### src/rtl/hazard_control_unit.sv
// Pipeline hazard control: load-use and MDU interlocks, branch flush priority,
// multiply/divide launch FSM with busy timeout, and a saturating stall counter.
module hazard_control_unit (
    input  logic        clk,
    input  logic        rst,
    input  logic        id_ex_mem_read,
    input  logic [4:0]  id_ex_write_reg_addr,
    input  logic [4:0]  if_id_instr_rs,
    input  logic [4:0]  if_id_instr_rt,
    input  logic        if_id_uses_rt,
    input  logic        ex_branch_taken,
    input  logic        id_mdu_req,
    input  logic        id_hilo_read,
    input  logic        mdu_done,
    output logic        pc_write,
    output logic        if_id_write,
    output logic        if_id_flush,
    output logic        id_ex_flush,
    output logic        mdu_start,
    output logic        mdu_busy,
    output logic        mdu_timeout,
    output logic [15:0] stall_cycles
);

    typedef enum logic {IDLE, BUSY} state_t;

    localparam logic [6:0] BUSY_LIMIT = 7'd63;

    state_t     state;
    logic [6:0] busy_cnt;
    logic       load_use;
    logic       mdu_wait;
    logic       stall;
    logic       branch_flush;

    always_comb begin
        load_use = id_ex_mem_read && (id_ex_write_reg_addr != 5'd0) &&
                   ((id_ex_write_reg_addr == if_id_instr_rs) ||
                    (if_id_uses_rt && (id_ex_write_reg_addr == if_id_instr_rt)));
        mdu_wait = (state == BUSY) && !mdu_done && (id_mdu_req || id_hilo_read);
    end

    // Reset forces the free-running pipeline view regardless of input state.
    assign stall        = !rst && (load_use || mdu_wait) && !ex_branch_taken;
    assign branch_flush = !rst && ex_branch_taken;

    assign pc_write    = !stall;
    assign if_id_write = !stall;
    assign if_id_flush = branch_flush;
    assign id_ex_flush = branch_flush || stall;
    assign mdu_start   = !rst && (state == IDLE) && id_mdu_req && !stall && !ex_branch_taken;
    assign mdu_busy    = (state == BUSY);

    always_ff @(posedge clk or posedge rst) begin
        if (rst) begin
            state       <= IDLE;
            busy_cnt    <= 7'd0;
            mdu_timeout <= 1'b0;
        end else begin
            case (state)
                IDLE: begin
                    if (mdu_start) begin
                        state    <= BUSY;
                        busy_cnt <= 7'd0;
                    end
                end
                BUSY: begin
                    busy_cnt <= busy_cnt + 7'd1;
                    if (mdu_done) begin
                        state <= IDLE;
                    end else if (busy_cnt == BUSY_LIMIT) begin
                        // 64th busy cycle ended without a result: give up on it.
                        state       <= IDLE;
                        mdu_timeout <= 1'b1;
                    end
                end
                default: state <= IDLE;
            endcase
        end
    end

    always_ff @(posedge clk or posedge rst) begin
        if (rst)
            stall_cycles <= 16'd0;
        else if (stall && (stall_cycles != 16'hFFFF))
            stall_cycles <= stall_cycles + 16'd1;
    end

endmodule

### config.mk
export PLATFORM = sky130hd
export DESIGN_NAME = hazard_control_unit
export DESIGN_NICKNAME = d
export VERILOG_FILES = /design/src/rtl/hazard_control_unit.sv
export SDC_FILE = /design/constraint.sdc
export NUM_CORES = 1
export LEC_CHECK = 0
export BUFFER_PORTS_ARGS = -buffer_cell sky130_fd_sc_hd__buf_2
export CORE_ASPECT_RATIO = 0.9
export CORE_MARGIN = 2
export CORE_UTILIZATION = 50
export CTS_CLUSTER_DIAMETER = 150
export CTS_CLUSTER_SIZE = 30
export DETAILED_ROUTE_END_ITERATION = 8
export PLACE_DENSITY_LB_ADDON = 0.05
export SLEW_MARGIN = 10
export SYNTH_ARGS = -nofsm -noshare
export SYNTH_HDL_FRONTEND = slang
export SYNTH_SLANG_ARGS = --single-unit
### constraint.sdc
create_clock -name clk -period 2.65 [get_ports clk]
set_clock_uncertainty 0.1 [all_clocks]
set_input_delay 0.53 -clock clk [delete_from_list [all_inputs] [get_ports clk]]
set_output_delay 0.53 -clock clk [all_outputs]
set_load 0.05 [all_outputs]
==> results.toml, run 1 <==
[power_and_ir_drop]
p_leak_nw = 0.923
clockPowerShare = 0.199
power_frac_comb = 0.280
seqPwrFrac = 0.521
power.internal_mw = 0.576
power_density_nw_per_um2 = 491
p_sw_mw = 0.321
swShare = 0.358
finalPower_mw = 0.897
ir_worst_vdd_v = 0.000391

[critical_path]
endpoint_kind = "output port"
r2r_cells = 7
regToRegSetupSlack_ns = 0.61
crit_fanout = 3
crit_type = "input port to output port"
worstPathArrival_ns = 1.96
critical_path_required_ns = 2.02
start_kind = "input port"

[detailed_routing]
ant_nets = 0
drt_wl_total_mm = 3.16
drc_errors = 0
dr.pass1.iters = 4
viasPerCell = 5.30
drtIter0Drc = 79
dr_total_vias = 1299
routedWlPerCell_um = 12.9

[clock_network]
path_clk_slew_ns = 0.14
htreeDepth = 1
cts_root_buffer = "clkbuf_4"
clock-sinks = 25
numCtsBuffers = 3
clk_latency_ns = 0.32
cts_tree = "built"
post-cts-setup-buffer-count = 0
cts_buffer_depth = 2

[place]
place_area_um2 = 1780
dp_hpwl_mm = 2.52
dp.cells = 241
numPortBuffers = 45
gp_congestion = 0.881

[synth]
syn_avg_cell_area_um2 = 9.70
yosysWarningCount = 0
synth.ff_latch_count = 25
syn-cell-area_um2 = 1450
synth_area_leaders = "dfrtp_1, xnor2_1, xor2_1"
synth_nets = 174
synth_edf_count = 0
yosysTopAreaCell = "dfrtp_1"
async_flop_share = 1.00
synth.distinct_cells = 40
synth_common_cells = "dfrtp_1, nand2_1, xnor2_1, nand3_1, xor2_1"
synth-seq-area-share = 0.433
synthFlopType = "dfrtp_1"
yosysMostFrequentCell = "dfrtp_1"
postSynthCellCount = 149
synth_top_area_frac = 0.433

[timing]
finalSetupViolations = 0
drv_slew = 0
hold_viol_final = 0
achievable-frequency_mhz = 387
hold_slack_ns = 0.138
fin_crit_ns = 2.59
tightest_slew_ns = 0.484
rsz0062_at_grt = "true"
fin_crit_sh = 0.976
slew_headroom = 0.677

[floorplan]
dieArea_um2 = 3340
pin_count = 46
die_w_um = 60.7
die_y_um = 55
initial_core_util = 0.526
coreArea_um2 = 2750
num_rows = 18

[hold_path]
min_path_type = "input port to async pin"

[final_layout]
stdcell_count = 245
area_growth_pct = 26.4
fill_cells = 248
final_core_util = 0.665
drive_gt1_frac = 0.351
design_area_um2 = 1830
final_nets = 231
diodes = 0

[global_routing]
grt_max_degree = 16
antenna_found_initial = 0
grt_overflow = 0
grt_pass1_wl_mm = 5.06
use_met3 = 0.0465
busiest_layer = "met2"
grt_util_all_layers = 0.203
grt_pass1_vias = 1128
met2_usage = 0.314
grt_use_met1 = 0.290

[status]
status = "finished, final reports clean"

[flow_run]
max_cap_violations = 0
[per-layer routing]
metal / wire length, µm / up-vias
met2: 1450 / 38
met3: 145 / 2
met1: 1550 / 610
li1: - / 649
met5: 0 / -
met4: 14 / 0
[power by group through the flow]
stage / Clock (mW) / Combinational (mW) / Sequential, mW
after detailed placement: 0 / 0.251 / 0.474
after global routing: 0.198 / 0.278 / 0.477
after global placement: 0 / 0.246 / 0.472
after floorplan: 0 / 0.117 / 0.527
final: 0.178 / 0.252 / 0.467
after CTS: 0.186 / 0.252 / 0.466
[cell type report]
class,instances,area [µm²],share of cell area
inverter,4,15.0,0.00822
tap,40,50.0,0.0274
timing repair buffer,55,309,0.169
sequential,25,626,0.342
clock inverter,1,7.51,0.00411
multi-input combinational,117,797,0.436
clock buffer,3,22.5,0.0123
[critical path, stage by stage]
cell	delay, ns
buf_2	0.12
or4_1	0.54
o21ai_2	0.17
a21oi_1	0.07
or2_1	0.26
nor2_2	0.10
buf_6	0.16
[layout by cell type (no fill, tap or decap), drive strengths merged, types with 6 or more instances in the layout]
cell | synthesis | layout
nand3 | 11 | 11
xor2 | 11 | 11
o21ai | 9 | 9
nor3 | 6 | 6
nand2 | 12 | 12
and3 | 7 | 7
buf | 2 | 54
nor2 | 10 | 10
xnor2 | 13 | 13
dfrtp | 25 | 25
nand4 | 7 | 7
[flip-flops by register name, summed over array words and instances (netlist names)]
name and cells:
stall_cycles 16, mdu_timeout 1, mdu_busy 1, busy_cnt 7
[logic make-up (layout without fill, tap and decap cells)]
logic type / Yosys count / in the layout / share of synthesized area
compound gates: 21 / 21 / 0.0926
xor+xnor: 24 / 24 / 0.151
fa+ha+maj: 2 / 2 / 0.0173
buf+inv: 7 / 63 / 0.0260
flops: 25 / 25 / 0.433
mux: 3 / 3 / 0.0251
simple gates: 67 / 67 / 0.255
[through the flow]
step	setup TNS (ns)	setup WS, ns
after global routing	-0.00353	-0.00353
after global placement	-0.00479	-0.00479
after CTS	0	0.0128
after detailed placement	-0.0413	-0.0413
after floorplan	-0.0101	-0.0101
final	0	0.0642
[repair_timing]
action / in CTS / in global routing
setup endpoints to repair: 1 / 4
hold buffers: 0 / 0
gates resized for setup: 1 / 4
[path summary, 6_finish.rpt]
check,startpoint,endpoint
max,id_ex_write_reg_addr[1],mdu_start
min in group clk,mdu_timeout,mdu_timeout
min reg2reg,mdu_timeout,mdu_timeout
min,rst,busy_cnt[5]
max in group asynchronous,rst,stall_cycles[15]
max reg2reg,stall_cycles[0],stall_cycles[14]
No activity file was read; power rests on OpenSTA's default activity.
==> run 2: changes to the inputs <==
- CELL_PAD_IN_SITES_DETAIL_PLACEMENT: unset -> 1
- CELL_PAD_IN_SITES_GLOBAL_PLACEMENT: unset -> 1
- CORE_UTILIZATION: 50 -> 37
==> results.toml, run 2 (synthesized netlist as in run 1, its figures left out) <==
[final_layout]
seqCellArea_um2 = 626
layout_commonest_cell = "buf_2"
drive_gt1_frac = 0.373
stdcell_count = 255
fill_cells = 446
area_growth_pct = 31.9
regMostFlops = "stall_cycles"
multiInputGateArea_um2 = 817
final_nets = 235
design_area_um2 = 1910
final_core_util = 0.511
layout_common_cells = "buf_2, dfrtp_1, buf_4"
biggestRegsByFlops = "stall_cycles x16, busy_cnt x7"
diodes = 0
largest_reg_flops = 16

[place]
numPortBuffers = 45
dp_hpwl_mm = 3.06
place_area_um2 = 1820
gp_congestion = 0.770
dp.cells = 251

[timing]
tightest_slew_ns = 0.431
fin_crit_sh = 0.968
drv_slew = 0
slew_headroom = 0.709
hold_viol_final = 0
achievable-frequency_mhz = 390
fin_crit_ns = 2.56
finalSetupViolations = 0

[critical_path]
crit_fanout = 3
endpoint_kind = "output port"
worstPathArrival_ns = 1.93
critical_path_required_ns = 2.02
r2r_cells = 7
start_kind = "input port"
crit_type = "input port to output port"

[power_and_ir_drop]
swShare = 0.341
p_sw_mw = 0.327
seqPwrFrac = 0.490
power_frac_comb = 0.274
ir_worst_vdd_v = 0.000339
power.internal_mw = 0.632
clockPowerShare = 0.236
power_density_nw_per_um2 = 503
p_leak_nw = 0.962

[hold_path]
min_path_type = "input port to async pin"

[floorplan]
num_rows = 21
dieArea_um2 = 4420
initial_core_util = 0.387
die_w_um = 69.9
coreArea_um2 = 3730
die_y_um = 63.3
pin_count = 46

[global_routing]
grt_pass1_vias = 1384
grt_overflow = 0
grt_pass1_wl_mm = 6.44
antenna_found_initial = 0
grt_util_all_layers = 0.180
grt_max_degree = 20

[clock_network]
cts_tree = "built"
cts_root_buffer = "clkbuf_8"
clk_latency_ns = 0.26
clock-sinks = 25
post-cts-setup-buffer-count = 0
htreeDepth = 1
cts_hold_buf = 0
numCtsBuffers = 3
cts_buffer_depth = 2
path_clk_slew_ns = 0.09

[detailed_routing]
drc_errors = 0
drt_wl_total_mm = 3.73
ant_nets = 0
viasPerCell = 5.28
drtIter0Drc = 71
dr_total_vias = 1346
routedWlPerCell_um = 14.6
dr.pass1.iters = 4

[status]
status = "finished, final reports clean"

[flow_run]
max_cap_violations = 0
[run 2: worst paths after layout]
path / start / endpoint / slack [ns]
max: id_ex_write_reg_addr[1] / mdu_start / 0.09
min: rst / stall_cycles[0] / 0.12
max reg2reg: stall_cycles[0] / stall_cycles[14] / 0.53
min reg2reg: mdu_timeout / mdu_timeout / 0.39
max in group asynchronous: rst / busy_cnt[2] / 1.79
min in group clk: mdu_timeout / mdu_timeout / 0.39
[run 2: layout make-up]
class | count | area share
multi-input cells | 117 | 0.429
flip-flops and latches | 25 | 0.328
repair buffers | 59 | 0.181
well taps | 46 | 0.0302
clock buffers | 4 | 0.0236
inverters | 4 | 0.00788
[run 2: power by group through the flow]
stage	logic, mW	clock network, mW	registers (mW)
floorplan	0.117	0	0.527
global placement	0.253	0	0.472
detailed placement	0.259	0	0.477
CTS	0.261	0.236	0.470
global route	0.288	0.260	0.479
finish	0.262	0.226	0.470
[run 2: per-stage QoR]
step / TNS [ns] / setup slack (ns) / hold slack (ns) / total power, mW
after CTS: -0.0154 / -0.0154 / 0.126 / 0.966
after detailed placement: -0.108 / -0.0685 / 0.365 / 0.737
after floorplan: -0.0101 / -0.0101 / 0.341 / 0.644
after global placement: -0.0357 / -0.0324 / 0.336 / 0.726
final: 0 / 0.0856 / 0.122 / 0.958
after global routing: -0.000808 / -0.000808 / 0.140 / 1.03
[run 2: routing by layer]
layer	track usage	wire length [µm]	up-vias
met5	0	0	-
met4	0.0337	18	0
met3	0.0336	197	2
met2	0.304	1790	40
met1	0.245	1730	656
li1	-	-	648
[run 2: worst max-delay path: stages]
cell and delay (ns):
buf_2 0.11, or4_1 0.54, o21ai_2 0.19, a21oi_2 0.06
or2_1 0.24, nor2_2 0.11, buf_6 0.16
[run 2: repair_timing]
item,in CTS,in global routing
hold endpoints to repair,0,0
setup endpoints to repair,2,4
gates cloned,0,0
gates resized for setup,2,7
pin swaps,0,4
==> run 3: changes to the inputs <==
- ABC_AREA: unset -> 1
==> results.toml, run 3 <==
[final_layout]
regMostFlops = "stall_cycles"
layout_commonest_cell = "nand2_1"
drive_gt1_frac = 0.232
biggestRegsByFlops = "stall_cycles x16, busy_cnt x7"
diodes = 0
layout_common_cells = "nand2_1, buf_2, inv_1"
area_growth_pct = 20.6
final_nets = 324
largest_reg_flops = 16
stdcell_count = 360

[clock_network]
htreeDepth = 1
clk_latency_ns = 0.28
post-cts-setup-buffer-count = 0
cts_buffer_depth = 2
numCtsBuffers = 3
path_clk_slew_ns = 0.10
cts_tree = "built"
cts_root_buffer = "clkbuf_8"
cts_hold_buf = 0
cts-resized-gates = 0
clock-sinks = 25

[detailed_routing]
drt-met1-wl_mm = 2.38
met3WireLength_um = 161
dr.pass1.iters = 4
routedWlPerCell_um = 12.7
drtIter0Drc = 86
dr_total_vias = 1774
dr_wl_met2_mm = 2.01
viasPerCell = 4.93
ant_nets = 0
drc_errors = 0
top_layer = "met4"
drt_wl_total_mm = 4.57

[synth]
synth.ff_latch_count = 25
synth_top_area_frac = 0.361
synthFlopType = "dfrtp_1"
synth-seq-area-share = 0.361
synth.distinct_cells = 30
synth_common_cells = "nand2_1, inv_1, dfrtp_1, nor2_1, nand4_1"
synth_edf_count = 0
yosysTopAreaCell = "dfrtp_1"
async_flop_share = 1.00
synth_area_leaders = "dfrtp_1, nand2_1, nand4_1"
syn_avg_cell_area_um2 = 6.94
syn-cell-area_um2 = 1730
synth_nets = 275
yosysMostFrequentCell = "nand2_1"
yosysWarningCount = 0
postSynthCellCount = 250

[power_and_ir_drop]
power_density_nw_per_um2 = 478
p_leak_nw = 1.17
ir_worst_vdd_v = 0.000280

[global_routing]
antenna_found_initial = 0
grt_max_degree = 26
grt_pass1_wl_mm = 8.17
grt_overflow = 0
grt_util_all_layers = 0.193
grt_pass1_vias = 1744

[timing]
rsz0062_at_grt = "false"
hold_viol_final = 0
fin_crit_sh = 0.879
tightest_slew_ns = 0.525
slew_headroom = 0.646
tns_ns = 0
finalSetupViolations = 0
achievable-frequency_mhz = 429
drv_slew = 0
fin_crit_ns = 2.33

[critical_path]
cp_slowest_cell = "dfrtp_1"
critical_path_required_ns = 2.02
crit_fanout = 5
worstPathArrival_ns = 1.70
cp_slowest_stage_delay_ns = 0.41
path_cells = "inv_1, nor2_1, o21ai_0, nand2_4, nand2_1, o21ai_2, buf_2"
start_kind = "flop"
endpoint_kind = "output port"
crit_type = "flop to output port"

[place]
dp_hpwl_mm = 3.67
dp.cells = 356
numPortBuffers = 45
gp_congestion = 0.829

[floorplan]
num_rows = 23
die_w_um = 76.2
coreArea_um2 = 4490
initial_core_util = 0.386
die_y_um = 69.0
dieArea_um2 = 5250
pin_count = 46

[hold_path]
min_path_type = "input port to async pin"

[flow_run]
max_cap_violations = 0

[status]
status = "finished, final reports clean"
==> run 3: cell count changes in the layout (fill, tap and decap cells not counted), sizes merged, moves of 8 or more <==
cell,delta
nand3,+9
nand2,+78
nand4,+12
buf,-8
nor2,+16
xnor2,-8
inv,+26
==> run 3: per-stage QoR <==
stage / power [mW] / util / area, µm² / worst slack, ns / hold WS, ns
6_report: 1.00 / 0.466 / 2090 / 0.320 / 0.231
5_1_grt: 1.07 / 0.466 / 2090 / 0.177 / 0.273
4_1_cts: 1.02 / 0.466 / 2090 / 0.282 / 0.236
3_3_place_gp: 0.758 / 0.455 / 2040 / 0.305 / 0.340
3_5_place_dp: 0.767 / 0.455 / 2040 / 0.326 / 0.343
2_1_floorplan: 0.674 / - / 1740 / 0.0403 / 0.390
==> run 3: logic make-up after synthesis <==
| family | share of synthesized area |
|---|---|
| adders and majority gates | 0.0144 |
| and+or+nand+nor | 0.435 |
| buffers and inverters | 0.0859 |
| xor gates and xnor gates | 0.0657 |
| DFF | 0.361 |
| AOI/OAI and AO/OA | 0.0382 |
==> run 3: power breakdown <==
group          total [mW]  internal (mW)  switching, mW
registers           0.486          0.426         0.0596
clock network       0.244          0.107          0.137
logic               0.270         0.0860          0.184
total                1.00          0.619          0.380
==> run 3: worst max-delay path, delay by kind of cell (launching register included) <==
kind	cells	cell delay (ns)
buffers and inverters	2	0.35
flip-flops	1	0.41
AND/OR/NAND/NOR	3	0.37
AO/OA/AOI/OAI	2	0.30
==> run 3: final timing paths <==
kind | startpoint | end | slack, ns | cells after the start
worst min register to register | mdu_timeout | mdu_timeout | 0.37 | 1
max in group asynchronous | rst | stall_cycles[4] | 1.97 | 3
worst max register to register | stall_cycles[0] | stall_cycles[11] | 0.63 | 9
worst min-delay path | rst | stall_cycles[3] | 0.23 | 3
min in group clk | mdu_done | mdu_busy | 0.34 | 2
worst max-delay path | mdu_busy | id_ex_flush | 0.32 | 7
==> run 3: final cells by class <==
class | count | area, µm²
multi-input cells | 189 | 963
well taps | 62 | 77.6
clock inverters | 1 | 7.51
flip-flops and latches | 25 | 626
clock buffers | 3 | 41.3
repair buffers | 50 | 263
fillers | 612 | 2400
inverters | 30 | 113
==> run 3: layer usage <==
metal	up-vias	track usage
met3	4	0.0313
met4	0	0.0273
met2	31	0.338
met5	-	0
met1	834	0.263
li1	905	-
